File: config.mk
export PLATFORM = sky130hd
export DESIGN_NAME = serial_compare_scheduler_flat
export DESIGN_NICKNAME = d
export VERILOG_FILES = /design/src/rtl/serial_compare_scheduler_pkg.sv /design/src/rtl/serial_compare_scheduler_if.sv /design/src/rtl/serial_compare_scheduler_cmp.sv /design/src/rtl/serial_compare_scheduler.sv /design/src/flat_wrapper.sv
export SDC_FILE = /design/constraint.sdc
export NUM_CORES = 1
export LEC_CHECK = 0
export CAP_MARGIN = 40
export CORE_UTILIZATION = 40
export DETAILED_ROUTE_END_ITERATION = 16
export PLACE_DENSITY = 0.8
export SLEW_MARGIN = 20
export SYNTH_ARGS = -nofsm -noshare
export SYNTH_HDL_FRONTEND = slang
export SYNTH_SLANG_ARGS = --single-unit
File: constraint.sdc
create_clock -name clk -period 2.2 [get_ports clk]
set_input_delay 0.44 -clock clk [delete_from_list [all_inputs] [get_ports clk]]
set_output_delay 0.44 -clock clk [all_outputs]
set_load 0.05 [all_outputs]
File: src/rtl/serial_compare_scheduler_pkg.sv
`default_nettype none
// ============================================================================
// Module      : serial_cmp_pkg
// Description : Shared constants for the serial compare scheduler: FSM state
//               encoding, comparator state encoding and the round-robin pick.
// Revision    : 1.0 - initial release
// ============================================================================
package serial_cmp_pkg;

  // Scheduler FSM states
  localparam logic [1:0] ST_IDLE  = 2'b00;
  localparam logic [1:0] ST_SHIFT = 2'b01;
  localparam logic [1:0] ST_DONE  = 2'b10;

  // Bit-serial comparator states
  localparam logic [1:0] CMP_EQ = 2'b00;
  localparam logic [1:0] CMP_GT = 2'b01;
  localparam logic [1:0] CMP_LT = 2'b10;

  // Winner index: a lone request wins outright; on a tie the requester that
  // was not served last wins.
  function automatic logic rr_pick(input logic [1:0] req, input logic last);
    return (req == 2'b11) ? ~last : req[1];
  endfunction

endpackage
`default_nettype wire

File: src/rtl/serial_compare_scheduler_if.sv
`default_nettype none
// ============================================================================
// Module      : serial_compare_scheduler_if
// Description : Requester-side bundle of the serial compare scheduler:
//               requests, operand pairs, grant/status and result flags.
// Revision    : 1.0 - initial release
// ============================================================================
interface serial_compare_scheduler_if #(
  parameter int WIDTH = 8
);
  logic [1:0]       req;
  logic [WIDTH-1:0] a0;
  logic [WIDTH-1:0] b0;
  logic [WIDTH-1:0] a1;
  logic [WIDTH-1:0] b1;
  logic [1:0]       gnt;
  logic             busy;
  logic             done;
  logic             done_id;
  logic             L;
  logic             E;
  logic             G;

  // Operand producers
  modport master (
    output req, a0, b0, a1, b1,
    input  gnt, busy, done, done_id, L, E, G
  );

  // The scheduler itself
  modport slave (
    input  req, a0, b0, a1, b1,
    output gnt, busy, done, done_id, L, E, G
  );
endinterface
`default_nettype wire

File: src/rtl/serial_compare_scheduler_cmp.sv
`default_nettype none
// ============================================================================
// Module      : bit_serial_comparator
// Description : MSB-first unsigned bit-serial comparator. Starts at EQ; the
//               first differing bit decides GT/LT, which then stays sticky
//               until clr.
// Revision    : 1.0 - initial release
// ============================================================================
module bit_serial_comparator
  import serial_cmp_pkg::*;
(
  input  wire logic clk,
  input  wire logic rst,
  input  wire logic clr,
  input  wire logic en,
  input  wire logic a_bit,
  input  wire logic b_bit,
  output logic      lt,
  output logic      eq,
  output logic      gt
);

  logic [1:0] r_state;

  // Comparison state: only an undecided (EQ) state can be moved by a bit pair
  always_ff @(posedge clk or posedge rst) begin
    if (rst) begin
      r_state <= CMP_EQ;
    end else if (clr) begin
      r_state <= CMP_EQ;
    end else if (en && (r_state == CMP_EQ) && (a_bit != b_bit)) begin
      r_state <= a_bit ? CMP_GT : CMP_LT;
    end
  end

  assign lt = (r_state == CMP_LT);
  assign eq = (r_state == CMP_EQ);
  assign gt = (r_state == CMP_GT);

endmodule
`default_nettype wire

File: src/rtl/serial_compare_scheduler.sv
`default_nettype none
// ============================================================================
// Module      : serial_compare_scheduler
// Description : Round-robin arbiter for two requesters sharing one bit-serial
//               comparator. Latches the winner's operands, shifts them MSB
//               first for WIDTH edges, then pulses done with L/E/G flags.
// Revision    : 1.0 - initial release
// ============================================================================
module serial_compare_scheduler
  import serial_cmp_pkg::*;
#(
  parameter int WIDTH = 8
) (
  input  wire logic                  clk,
  input  wire logic                  rst,
  serial_compare_scheduler_if.slave  bus
);

  localparam int              CW         = $clog2(WIDTH + 1);
  localparam logic [CW-1:0]   c_cnt_last = CW'(WIDTH - 1);

  logic [1:0]       r_state;
  logic [WIDTH-1:0] r_sa;
  logic [WIDTH-1:0] r_sb;
  logic [CW-1:0]    r_cnt;
  logic             r_last;
  logic             r_owner;
  logic [1:0]       r_gnt;
  logic             r_busy;
  logic             r_done;
  logic             r_done_id;
  logic             r_l;
  logic             r_e;
  logic             r_g;

  logic             w_grant;
  logic             w_winner;
  logic             w_cmp_en;
  logic             w_lt;
  logic             w_eq;
  logic             w_gt;

  // Arbitration only happens in IDLE, so requests are ignored while busy
  assign w_grant  = (r_state == ST_IDLE) && (bus.req != 2'b00);
  assign w_winner = rr_pick(bus.req, r_last);
  assign w_cmp_en = (r_state == ST_SHIFT);

  // The grant edge also clears the comparator back to EQ
  bit_serial_comparator u_cmp (
    .clk   (clk),
    .rst   (rst),
    .clr   (w_grant),
    .en    (w_cmp_en),
    .a_bit (r_sa[WIDTH-1]),
    .b_bit (r_sb[WIDTH-1]),
    .lt    (w_lt),
    .eq    (w_eq),
    .gt    (w_gt)
  );

  // Scheduler FSM: grant/latch in IDLE, WIDTH shift edges, then publish the
  // result on the edge leaving DONE so the comparator has settled by then.
  always_ff @(posedge clk or posedge rst) begin
    if (rst) begin
      r_state   <= ST_IDLE;
      r_sa      <= '0;
      r_sb      <= '0;
      r_cnt     <= '0;
      r_last    <= 1'b1;
      r_owner   <= 1'b0;
      r_gnt     <= 2'b00;
      r_busy    <= 1'b0;
      r_done    <= 1'b0;
      r_done_id <= 1'b0;
      r_l       <= 1'b0;
      r_e       <= 1'b0;
      r_g       <= 1'b0;
    end else begin
      r_gnt  <= 2'b00;
      r_done <= 1'b0;
      case (r_state)
        ST_IDLE: begin
          if (w_grant) begin
            r_gnt   <= w_winner ? 2'b10 : 2'b01;
            r_sa    <= w_winner ? bus.a1 : bus.a0;
            r_sb    <= w_winner ? bus.b1 : bus.b0;
            r_cnt   <= '0;
            r_busy  <= 1'b1;
            r_owner <= w_winner;
            r_state <= ST_SHIFT;
          end
        end
        ST_SHIFT: begin
          r_sa  <= r_sa << 1;
          r_sb  <= r_sb << 1;
          r_cnt <= r_cnt + CW'(1);
          if (r_cnt == c_cnt_last) begin
            r_state <= ST_DONE;
          end
        end
        ST_DONE: begin
          r_l       <= w_lt;
          r_e       <= w_eq;
          r_g       <= w_gt;
          r_done    <= 1'b1;
          r_done_id <= r_owner;
          r_last    <= r_owner;
          r_busy    <= 1'b0;
          r_state   <= ST_IDLE;
        end
        default: begin
          r_state <= ST_IDLE;
        end
      endcase
    end
  end

  assign bus.gnt     = r_gnt;
  assign bus.busy    = r_busy;
  assign bus.done    = r_done;
  assign bus.done_id = r_done_id;
  assign bus.L       = r_l;
  assign bus.E       = r_e;
  assign bus.G       = r_g;

endmodule
`default_nettype wire
File: src/flat_wrapper.sv
// flat-port wrapper written by rule: the top's interface ports become plain ports
module serial_compare_scheduler_flat import serial_cmp_pkg::*;
#(
  parameter int WIDTH = 8
)
  (clk, rst, bus_req, bus_a0, bus_b0, bus_a1, bus_b1, bus_gnt, bus_busy, bus_done, bus_done_id, bus_L, bus_E, bus_G);
  serial_compare_scheduler_if #(.WIDTH(WIDTH)) bus_i ();
  input  wire logic clk;
  input  wire logic rst;
  input wire logic [$bits(bus_i.req)-1:0] bus_req;
  input wire logic [$bits(bus_i.a0)-1:0] bus_a0;
  input wire logic [$bits(bus_i.b0)-1:0] bus_b0;
  input wire logic [$bits(bus_i.a1)-1:0] bus_a1;
  input wire logic [$bits(bus_i.b1)-1:0] bus_b1;
  output wire logic [$bits(bus_i.gnt)-1:0] bus_gnt;
  output wire logic [$bits(bus_i.busy)-1:0] bus_busy;
  output wire logic [$bits(bus_i.done)-1:0] bus_done;
  output wire logic [$bits(bus_i.done_id)-1:0] bus_done_id;
  output wire logic [$bits(bus_i.L)-1:0] bus_L;
  output wire logic [$bits(bus_i.E)-1:0] bus_E;
  output wire logic [$bits(bus_i.G)-1:0] bus_G;
  assign bus_i.req = bus_req;
  assign bus_i.a0 = bus_a0;
  assign bus_i.b0 = bus_b0;
  assign bus_i.a1 = bus_a1;
  assign bus_i.b1 = bus_b1;
  assign bus_gnt = bus_i.gnt;
  assign bus_busy = bus_i.busy;
  assign bus_done = bus_i.done;
  assign bus_done_id = bus_i.done_id;
  assign bus_L = bus_i.L;
  assign bus_E = bus_i.E;
  assign bus_G = bus_i.G;
  serial_compare_scheduler #(.WIDTH(WIDTH)) u_core (.clk(clk), .rst(rst), .bus(bus_i));
endmodule
* Word-level counts from Yosys, hierarchy flattened
Index checks and enable logic that the tools add are counted.
** Storage, ports and cells
- Bits in latches :: 0
- Bits in writable memories :: 0
- Bits in read-only memories :: 0
- Bits in registers :: 34
- Input port bits :: 36
- Memories kept :: 0
- Word-level logic and storage cells :: 59
** Operators by class
- Multiplexer cells :: 21
- $add $sub $neg :: 1
- $mul :: 0
- Bitwise operators :: 1
- Divide/modulo/power cells :: 0
- $lt $le $gt $ge :: 0
- Shift-type cells :: 0
- Equality and inequality tests :: 9
- Reductions and logical operators :: 13
** Operator list (number)
- 8-bit two-way mux :: 4
- 8-bit case mux with 2 select lines :: 2
- 2-bit two-way mux :: 8
- 4-bit case mux with 2 select lines :: 1
- 2-bit AND reduction :: 4
- 2-bit nonzero test :: 4
- 2-bit == test, second input constant :: 3
- 4-bit by 1-bit adder with 4-bit output, second input constant :: 1
- 2-bit by 1-bit == test with 1-bit output, second input constant :: 2
- 4-bit by 3-bit == test with 1-bit output, second input constant :: 1
- 2-bit logical NOT :: 2
- 4-bit two-way mux :: 1
- 2-bit case mux with 2 select lines :: 1
- 1-bit logical AND :: 3
- 1-bit two-way mux :: 3
- 2-bit by 1-bit inequality test with 1-bit output, second input constant :: 1
- 2-bit inequality test, second input constant :: 1
- 1-bit case mux with 2 select lines :: 1
- 1-bit inequality test :: 1
- 1-bit inverter :: 1

* Longest topological paths before layout
Gate-level depths: netlist of the first run.
- Depth after elaboration :: 5
- Mapped depth :: 6
- Mapped depth without buffers :: 4

* Modules after synthesis
A second synthesis of the first run with hierarchy kept.
** Second synthesis, totals
- Cells, all modules :: 177
- Area total of the unflattened synthesis :: 1645.3 µm²
** By module, submodules not included
- serial_compare_scheduler :: times used 1, sequential area each 802.0 µm², cells an instance 165, area an instance 1540.2 µm²
- bit_serial_comparator :: times used 1, sequential area each 50.0 µm², cells an instance 12, area an instance 105.1 µm²

* Worst setup path before layout of the first run
Ideal clock, no wire load.
- Kind :: input to register
- From :: input bus_req[1]
- To :: register u_core.r_sb[7]
- Library setup time :: 0.126 ns
- Data arrival time :: 1.342 ns
- Stages :: 6
- Setup slack :: 0.732 ns
- Buffers on the path :: 3
- Required time :: 2.074 ns
- Cell sequence :: buf_4 -> nor3_2 -> or2_1 -> buf_6 -> buf_6 -> a221o_1
** Between the ends
- Cells in the longest elaborated chain, start to end :: 5
- Elaborated cells on any way between the ends :: 9
** RTL lines
- start: declaration :: line flat_wrapper.sv:10 : input wire logic [$bits(bus_i.req)-1:0] bus_req;
- 2-bit == test :: line serial_compare_scheduler_pkg.sv:23 : return (req == 2'b11) ? ~last : req[1];
- 1-bit two-way mux :: line serial_compare_scheduler_pkg.sv:23
- 8-bit two-way mux :: line serial_compare_scheduler.sv:86 : r_sb <= w_winner ? bus.b1 : bus.b0;
- 8-bit two-way mux :: line serial_compare_scheduler.sv:83 : if (w_grant) begin
- 8-bit case mux with 2 select lines :: line serial_compare_scheduler.sv:81 : case (r_state)
- end signal: assignment :: line serial_compare_scheduler.sv:86
- end signal: assignment :: line serial_compare_scheduler.sv:95 : r_sb <= r_sb << 1;
- end: declaration :: line serial_compare_scheduler.sv:24 : logic [WIDTH-1:0] r_sb;
Several ways; a longest one is shown, not always the timed one. The select of a mux whose other input is x is not followed.
A chain may end at the register's enable or synchronous reset.

* Worst setup path in the final report of the first run
- From :: register u_core.r_e (netlist: u_core.bus.E)
- To :: output bus_E
** RTL lines
- start: declaration :: line serial_compare_scheduler.sv:33 : logic r_e;
- start signal: assignment :: line serial_compare_scheduler.sv:103 : r_e <= w_eq;
- end: declaration :: line flat_wrapper.sv:20 : output wire logic [$bits(bus_i.E)-1:0] bus_E;
No word-level cell between the ends.

==> results of run 1 <==
-- through the flow --
stage,instance area [um2],cells
global placement,2063,224
detailed placement,2063,224
global route,2158,232
floorplan,1645,142
finish,2158,232
CTS,2158,232
-- report_power, final --
group	internal (mW)	leakage (nW)	total [mW]	switching (mW)
Sequential	0.876	0.429	1.07	0.194
Clock	0.251	0.0472	0.480	0.228
Combinational	0.482	0.456	1.02	0.540
Total	1.61	0.932	2.57	0.962
-- flip-flops by register name, indices dropped and copies added (netlist names) --
register / cells
u_core.bus.G: 1
u_core.u_cmp.r_state: 2
u_core.r_last: 1
u_core.r_sb: 8
u_core.r_sa: 8
u_core.bus.E: 1
u_core.bus.gnt: 2
u_core.r_owner: 1
u_core.bus.busy: 1
u_core.bus.done_id: 1
u_core.r_cnt: 4
u_core.bus.done: 1
u_core.bus.L: 1
u_core.r_state: 2
-- final cells by class --
class / instances / area (um2)
clock inverter: 2 / 12.51
timing repair buffer: 47 / 460.4
sequential: 34 / 852.1
multi-input combinational: 93 / 683.2
fill: 321 / 1640
tap: 48 / 60.06
inverter: 2 / 7.507
clock buffer: 6 / 82.58
-- cells by family (layout without fill, tap and decap cells) --
group / after synthesis / after routing / synth area share [%]
AOI/OAI and AO/OA: 45 / 45 / 24.41
adders and majority gates: 1 / 1 / 0.7603
buffers and inverters: 15 / 57 / 6.690
DFF: 34 / 34 / 51.79
muxes: 1 / 1 / 0.6084
and+or+nand+nor: 46 / 46 / 15.74
-- routing by layer --
metal | global-route usage [%] | wire (um) | share of wire (%) | up-vias
met1 | 24.37 | 1560 | 42 | 667
met4 | 6.649 | 78 | 2.1 | 0
met5 | 0 | 0 | 0 | -
met3 | 6.552 | 221 | 6.0 | 10
met2 | 30.99 | 1814 | 49 | 54
li1 | - | - | - | 621
-- final timing paths --
| path | to | startpoint | cells after the start | slack (ps) |
|---|---|---|---|---|
| max | bus_E | u_core.bus.E | 1 | 310 |
| min | u_core.bus.done_id | u_core.bus.done_id | 2 | 480 |
| max reg2reg | u_core.r_owner | u_core.r_state[1] | 3 | 320 |
| min reg2reg | u_core.bus.done_id | u_core.bus.done_id | 2 | 480 |
| max in group asynchronous | u_core.r_last | rst | 3 | 1320 |
| min in group asynchronous | u_core.bus.gnt[1] | rst | 3 | 550 |
-- layout by cell type (no fill, tap or decap) --
cell | synthesis | final
nor3_1 | 1 | 1
inv_2 | 1 | 1
nor2b_4 | 1 | 1
mux2i_1 | 1 | 1
a21o_1 | 1 | 1
nor3_2 | 2 | 2
inv_1 | 1 | 1
and2_4 | 1 | 1
nand2b_1 | 7 | 7
nand2_1 | 12 | 12
a221o_1 | 16 | 16
clkinvlp_4 | 0 | 1
a32o_1 | 14 | 14
o21ai_0 | 5 | 5
and2_1 | 11 | 11
nand4_1 | 1 | 1
buf_4 | 2 | 4
ha_1 | 1 | 1
a211oi_2 | 1 | 1
clkdlybuf4s50_1 | 0 | 43
o21ai_1 | 2 | 2
o221ai_1 | 1 | 1
a31oi_1 | 2 | 2
o31ai_1 | 2 | 2
dfstp_2 | 1 | 1
and3_1 | 3 | 3
dfrtp_1 | 33 | 33
clkbuf_8 | 0 | 6
nor2_1 | 6 | 6
or2_1 | 1 | 1
clkinv_2 | 0 | 1
o21ba_2 | 1 | 1
==> results.md, run 1 <==
* CP Capture Type: primary output
* Share of cells above drive strength 1 at 10.87%
* Worst Path Buf+Inv at 1
* Yosys top cell area share at 50.19%
* CTS H-tree lvls at 2
* Worst Max-Slew Pin Slew at 732.4 ps
* Core Util, Final at 56.82%
* Crit path largest cell delay at 810 ps
* Top post-synthesis cells by area: dfrtp_1 50%, a221o_1 9.7%, a32o_1 8.5%, and2_1 4.2%, buf_6 4.1%
* Synth Register Bits at 34
* Net Count, Synth at 179
* Buffers on Ports at 43
* Commonest cells in the netlist: 33 x dfrtp_1, 16 x a221o_1, 14 x a32o_1
* Cell taking the most area after synthesis: dfrtp_1
* First-pass GRT wire length at 6175 um
* Initial Utilization at 43.31%
* Antenna-violating nets left at 0
* Pin count of the biggest net entering global routing at 35
* Num CTS Buffers at 5
* Power Total at 2.571 mW
* Post-CTS sizing at 0
* Pre-CTS setup slack at 108.6 ps
* Routed length per placed instance at 15.84 um
* Sequential area share after synthesis at 51.79%
* DP HPWL at 2639 um
* Pleak at 0.9323 nW
* Status: completed
* EDFF count, synth at 0
* Count of pins over their slew limit at 0
* Grt total ovfl at 0
* Die Y-Extent at 66.14 um
* Gpl congestion at 0.8117
* Via count at 1352
* Worst-path cell chain: clkdlybuf4s50_1
* Rel. slew slack at 50.99%
* DR pass1 iterations at 5
* Post-layout min period at 1888 ps
* Tcrit/Tclk final at 85.84%
* Die Area at 4374 um2
* CTS Root Buffer Type: clkbuf_8
* Io pins at 44
* Clock transition at path regs at 70 ps
* Fmax at 529.6 MHz
* Hold-fix buffers, CTS at 0
* Residual DRC at 0
* Syn Std Cell Area at 1645 um2
* Setup repair after global routing missed its margin: false
* Setup crit start kind: flop
* VDD IR max at 0.4934 mV
* Crit path max fanout at 2
* Slowest cell on crit path: clkdlybuf4s50_1
* # diodes at 0
* Max Root-Sink Buffers at 2
* Final wirelength at 3674 um
* Row count at 22
* TritonCTS clock tree: yes
* Setup TNS at 0 ps
* Synth Area per Inst at 11.59 um2
* Die W at 66.14 um
* All-Layer GR Usage at 19.38%
* Distinct cells, synth at 31
* HP Class: reg2reg
* Max_cap viols at 0
* Worst-Skew Late Latency at 290 ps
* Final Hold Fails at 0
* Crit-path leading delay family: buffers and inverters
* # setup viols final at 0
* Pwr Density at 1191 nW/um2
* Fin worst setup slack at 311.6 ps
* Critical path class: reg2out
* Cell count after synthesis at 142
* Vias in the first global route at 1328
* Clock Skew at 2.791 ps
* Most numerous cell in the Yosys netlist: dfrtp_1
* CP arrival at 1450 ps
* # nets final at 220
* Detail-routed via count per cell at 5.828
* Setup bufs post-CTS at 0
* Clock sink count at 34
* Async set-reset flop share out of synthesis at 100.0%
* Fin Hold WS at 480.8 ps
* Worst Path Required at 1760 ps
* Synthesis-to-layout area growth at 31.18%
* 1st-iter DRT viols at 56
* Initial antenna violation count at 0
* Synth Flop Type: dfrtp_1
* Yosys warns at 0
* Core area at 3799 um2
Power figures use the tool's default switching activity.
==> run 2, diff against run 1 <==
- CORE_ASPECT_RATIO: default -> 1.2
- CTS_BUF_LIST: default -> sky130_fd_sc_hd__clkbuf_16
==> run 2 against run 1 <==
Die area barely moved; setup slack got worse by 26 ps; routed wire length rose by 10%; highest routed layer unchanged.
==> results.md, run 2 (synthesized netlist as in run 1, its figures left out) <==
* All-Layer GR Usage at 20.60% (+1.2 points)
* # setup viols final at 0 (unchanged)
* Max Root-Sink Buffers at 2 (unchanged)
* CTS H-tree lvls at 2 (unchanged)
* Die Area at 4375 um2 (about the same)
* Max_cap viols at 0 (unchanged)
* Most frequent cells in the layout: 43 x clkdlybuf4s50_1, 33 x dfrtp_1, 16 x a221o_1
* HP Class: reg2reg
* Setup repair after global routing missed its margin: false
* Grt total ovfl at 0 (unchanged)
* RR Endpoint: u_core.r_owner
* Tcrit/Tclk final at 87.03% (+1.2 points)
* Pleak at 0.9791 nW (+5.0%)
* Fin Hold WS at 477.9 ps (-2.929 ps)
* DR pass1 iterations at 5 (unchanged)
* Gpl congestion at 0.8538 (+5.2%)
* Post-CTS sizing at 0 (unchanged)
* Worst Path Required at 2370 ps (+610 ps)
* Worst setup path endpoint: u_core.r_owner
* CP arrival at 2090 ps (+640 ps)
* Core area at 3941 um2 (+3.8%)
* Buffers on Ports at 43 (unchanged)
* Status: completed
* Initial Utilization at 41.75% (-1.6 points)
* DP HPWL at 2703 um (+2.4%)
* Setup TNS at 0 ps (unchanged)
* Rel. slew slack at 49.31% (-1.7 points)
* Routed length per placed instance at 17.01 um (+7.4%)
* Crit path max fanout at 12 (+10)
* Vias in the first global route at 1327 (-0.075%)
* Final wirelength at 4048 um (+10%)
* Reg-to-Reg Start: u_core.r_state[1]
* Row count at 25 (+14%)
* # diodes at 0 (unchanged)
* Worst Max-Slew Pin Slew at 757.5 ps (+25.10 ps)
* Clock Skew at 3.714 ps (+0.9229 ps)
* Post-layout min period at 1915 ps (+26.33 ps)
* Io pins at 44 (unchanged)
* VDD IR max at 0.5379 mV (+9.0%)
* TritonCTS clock tree: yes
* Crit path from: u_core.r_state[1]
* Pin count of the biggest net entering global routing at 35 (unchanged)
* # nets final at 220 (unchanged)
* Synthesis-to-layout area growth at 37.64%
* First-pass GRT wire length at 6679 um (+8.2%)
* Residual DRC at 0 (unchanged)
* Hold-fix buffers, CTS at 0 (unchanged)
* Critical path class: reg2reg
* Die Y-Extent at 72.26 um (+9.3%)
* Via count at 1384 (+2.4%)
* Pwr Density at 1339 nW/um2 (+12%)
* Setup bufs post-CTS at 0 (unchanged)
* HP Start: u_core.bus.busy
* CP Capture Type: flop
* Initial antenna violation count at 0 (unchanged)
* Regs by FF count: u_core.r_sa x8, u_core.r_sb x8, u_core.r_cnt x4
* R2R Setup Slk at 290 ps (-30 ps)
* Antenna-violating nets left at 0 (unchanged)
* Worst-Skew Late Latency at 280 ps (about the same)
* Share of cells above drive strength 1 at 10.87% (unchanged)
* Detail-routed via count per cell at 5.815 (-0.21%)
* Count of pins over their slew limit at 0 (unchanged)
* Most common cell after layout, fill and taps aside: clkdlybuf4s50_1
* Reg2Reg Depth at 3 (unchanged)
* Setup crit start kind: flop
* 1st-iter DRT viols at 98 (+75%)
* Final Hold Fails at 0 (unchanged)
* Fmax at 522.3 MHz (-1.4%)
* CTS Root Buffer Type: clkbuf_16
* Num CTS Buffers at 5 (unchanged)
* Clock sink count at 34 (unchanged)
* Die W at 60.55 um (-8.5%)
* Clock transition at path regs at 60 ps (about the same)
## run 2: layout make-up
| cell class | count | area [um2] |
|---|---|---|
| clock buffer | 5 | 125.1 |
| clock inverter | 3 | 68.82 |
| fill | 347 | 1677 |
| inverter | 2 | 7.507 |
| multi-input combinational | 93 | 683.2 |
| sequential | 34 | 852.1 |
| tap | 54 | 67.56 |
| timing repair buffer | 47 | 460.4 |
## run 2: how the worst min path moves through the flow
stage / endpoint / slack [ps] / cells past startpoint
global placement: u_core.bus.done_id / 460 / 2
floorplan: u_core.r_state[1] / 450 / 1
detailed placement: u_core.bus.busy / 470 / 1
CTS: u_core.bus.busy / 480 / 1
global route: u_core.bus.busy / 490 / 1
finish: u_core.bus.busy / 480 / 1
## run 2: metal layers
metal | GRT usage [%] | up-vias | routed length (um)
met2 | 32.97 | 69 | 2106
met4 | 7.576 | 0 | 63
li1 | - | 619 | -
met3 | 4.991 | 6 | 275
met1 | 26.86 | 690 | 1603
met5 | 0 | - | 0
## run 2: power by group
part / total [mW] / internal (mW) / switching [mW]
combinational: 1.04 / 0.482 / 0.555
sequential: 1.08 / 0.877 / 0.206
clock: 0.912 / 0.650 / 0.262
## run 2: metrics by stage
step           area, um2  setup WS, ps  std cells  power [mW]  utilization [%]
2_1_floorplan       1645         731.5        142       1.857                -
3_3_place_gp        2071         178.4        230       2.043            52.54
4_1_cts             2265         309.3        238       3.031            57.46
6_report            2265         285.3        238       3.033            57.46
5_1_grt             2265         157.6        238       3.204            57.46
3_5_place_dp        2071         116.1        230       2.106            52.54
## run 2: critical path: stages (launching register included)
cell and delay (ps):
dfrtp_1 510, nor2_1 650, and3_1 440, o21ba_2 200
==> run 3, diff against run 2 <==
- ABC_AREA: default -> 1
- CORE_UTILIZATION: 40 -> 30
- PLACE_DENSITY: 0.8 -> 0.65
==> run 3 against run 2 <==
Total power down 0.52%; synthesized cell count is 58% higher; critical endpoint is now bus_L; sequential share of layout area shrank 2.5 points; sequential power hardly changed; cell count up 46%; non-clock buffer count stayed put; cell area grew 7.1%; clock power decreased by 29%; largest cell class unchanged.
==> results.md, run 3 <==
* Tcrit/Tclk final at 84.66% (-2.4 points)
* All-Layer GR Usage at 13.56% (-7.0 points)
* Rel. slew slack at 66.64% (+17 points)
* Clock transition at path regs at 50 ps (about the same)
* Cell depth of the worst setup path at 1 (-2)
* Gpl congestion at 0.7225 (-15%)
* Async set-reset flop share out of synthesis at 100.0% (unchanged)
* Worst Path Required at 1760 ps (-610 ps)
* Worst-Skew Late Latency at 280 ps (about the same)
* Reg2Reg Depth at 4 (+1)
* Routed length per placed instance at 11.10 um (-35%)
* HP Class: reg2reg
* Post-layout min period at 1862 ps (-52.26 ps)
* Setup crit start kind: flop
* Die W at 73.26 um (+21%)
* Worst Path Buf+Inv at 1 (+1)
* HP Start: u_core.u_cmp.r_state[1]
* Fmax at 536.9 MHz (+2.8%)
* First-pass GRT wire length at 6589 um (-1.3%)
* Status: completed
* Reg-to-Reg Start: u_core.r_state[0]
* CTS H-tree lvls at 2 (unchanged)
* Synth Area per Inst at 8.124 um2 (-30%)
* Top post-synthesis cells by area: dfrtp_1 45%, nand3_1 13%, nand2_1 11%, nand3b_1 5.7%, inv_1 4.7%
* Pwr Density at 1244 nW/um2 (-7.1%)
* Share of cells above drive strength 1 at 8.955% (-1.9 points)
* Synth Flop Type: dfrtp_1
* Setup bufs post-CTS at 0 (unchanged)
* RR Endpoint: u_core.r_sb[6]
* Die Y-Extent at 87.51 um (+21%)
* Count of pins over their slew limit at 0 (unchanged)
* Final Hold Fails at 0 (unchanged)
* Syn Std Cell Area at 1828 um2 (+11%)
* Core area at 5781 um2 (+47%)
* Net Count, Synth at 262 (+46%)
* R2R Setup Slk at 800 ps (+510 ps)
* DP HPWL at 2677 um (-0.94%)
* Initial antenna violation count at 0 (unchanged)
* Crit path largest cell delay at 800 ps (+150 ps)
* # nets final at 304 (+38%)
* Buffers on Ports at 43 (unchanged)
* Worst Max-Slew Pin Slew at 498.9 ps (-258.7 ps)
* CP Capture Type: primary output
* Critical path class: reg2out
* Antenna-violating nets left at 0 (unchanged)
* Die Area at 6411 um2 (+47%)
* Distinct cells, synth at 25 (-19%)
* Initial Utilization at 31.62% (-10 points)
* Pin count of the biggest net entering global routing at 35 (unchanged)
* Cell taking the most area after synthesis: dfrtp_1
* Synthesis-to-layout area growth at 32.72%
* Yosys warns at 0 (unchanged)
* Sequential area share after synthesis at 46.61% (-5.2 points)
* Fin Hold WS at 491.7 ps (+13.86 ps)
* Hold-fix buffers, CTS at 0 (unchanged)
* Commonest cells in the netlist: 52 x nand2_1, 49 x nand3_1, 33 x dfrtp_1
* Residual DRC at 0 (unchanged)
* Post-synthesis adder-cell area fraction at 0.6845% (-0.076 points)
* # setup viols final at 0 (unchanged)
* Simple-gate share of the synthesized area at 37.30% (+22 points)
* Yosys top cell area share at 45.17% (-5.0 points)
* Worst-path cell chain: clkdlybuf4s50_1
* Setup TNS at 0 ps (unchanged)
* Slowest cell on crit path: clkdlybuf4s50_1
* Pleak at 1.159 nW (+18%)
* Vias in the first global route at 1535 (+16%)
* Crit path max fanout at 2 (-10)
* Post-CTS sizing at 0 (unchanged)
* Endpoint, Worst Hold: u_core.bus.L
* Num CTS Buffers at 5 (unchanged)
* Max_cap viols at 0 (unchanged)
* Setup repair after global routing missed its margin: false
* Most numerous cell in the Yosys netlist: nand2_1
* Clock Skew at 2.920 ps (-0.7932 ps)
* Most frequent cells in the layout: 52 x nand2_1, 49 x nand3_1, 43 x clkdlybuf4s50_1
* CP arrival at 1420 ps (-670 ps)
* CTS Root Buffer Type: clkbuf_16
* Most common cell after layout, fill and taps aside: nand2_1
* Worst hold stages at 2 (+1)
* Xor/xnor cell area share of the yosys netlist at 0% (unchanged)
* Synth Register Bits at 34 (unchanged)
* EDFF count, synth at 0 (unchanged)
* Compound-Gate Fraction of Synth Area at 4.381% (-20 points)
* VDD IR max at 0.4263 mV (-21%)
* TritonCTS clock tree: yes
* # diodes at 0 (unchanged)
* Regs by FF count: u_core.r_sa x8, u_core.r_sb x8, u_core.r_cnt x4
* Via count at 1617 (+17%)
* Fraction of synthesized area in multiplexers at 0% (-0.61 points)
* Crit-path leading delay family: buffers and inverters
* Max Root-Sink Buffers at 2 (unchanged)
* Clock sink count at 34 (unchanged)
* Largest family of logic cells by synthesized area: simple AND/OR/NAND/NOR gates
* Final wirelength at 3862 um (-4.6%)
* Io pins at 44 (unchanged)
* DR pass1 iterations at 4 (-1)
* Row count at 30 (+20%)
* Cell count after synthesis at 225 (+58%)
* 1st-iter DRT viols at 61 (-38%)
* Detail-routed via count per cell at 4.647 (-20%)
* Grt total ovfl at 0 (unchanged)
run 3: changes by cell type in the layout (fill, tap and decap cells not counted), sizes merged, moves of 12 or more:
cell    before  now
nand2       12   56
nand3        0   51
nand3b       0   14
a32o        14    0
a221o       16    0
inv          2   28
and2        12    0
run 3: logic make-up (layout without fill, tap and decap cells):
group / Yosys count / after routing
AND/OR/NAND/NOR: 135 / 135
buffers and inverters: 39 / 82
flip-flops: 34 / 34
AO/OA/AOI/OAI: 16 / 16
adder cells (fa/ha/maj): 1 / 1
run 3: stage by stage:
| stage | utilization [%] | instance area [um2] | setup WS, ps | total power [mW] | cells |
|---|---|---|---|---|---|
| global placement | 39.59 | 2288 | 373.3 | 2.361 | 340 |
| floorplan | - | 1828 | 1014 | 2.108 | 225 |
| CTS | 41.97 | 2426 | 327.0 | 3.054 | 348 |
| global route | 41.97 | 2426 | 296.5 | 3.255 | 348 |
| finish | 41.97 | 2426 | 337.6 | 3.017 | 348 |
| detailed placement | 39.59 | 2288 | 324.6 | 2.395 | 340 |
run 3: worst register-to-register path: cells and delay by family (launching register included):
family        cells  cell delay, ps
flops             1             490
simple gates      4             780
run 3: worst max-delay path by stage:
stage            startpoint         endpoint
6_report       u_core.bus.L            bus_L
5_1_grt        u_core.bus.L            bus_L
4_1_cts        u_core.bus.L            bus_L
3_5_place_dp     bus_req[0]   u_core.r_sb[6]
3_3_place_gp     bus_req[0]  u_core.r_cnt[3]
2_1_floorplan           rst     u_core.bus.E
run 3: final cells by class:
type | count | area, um2
Clock buffer | 5 | 125.1
Clock inverter | 3 | 12.51
Fill cell | 625 | 3354
Inverter | 27 | 101.3
Multi-Input combinational cell | 152 | 774.5
Sequential cell | 34 | 852.1
Tap cell | 80 | 100.1
Timing Repair Buffer | 47 | 460.4
run 3: report_power, final:
group / switching, mW / internal (mW)
clock: 0.243 / 0.408
sequential: 0.185 / 0.909
combinational: 0.810 / 0.462
total: 1.24 / 1.78
run 3: per-layer routing:
layer,track usage [%],share of wire [%],vias up
li1,-,-,813
met1,15.54,45,761
met2,23.91,50,37
met3,2.778,3.8,6
met4,6.417,1.0,0
met5,0,0,-
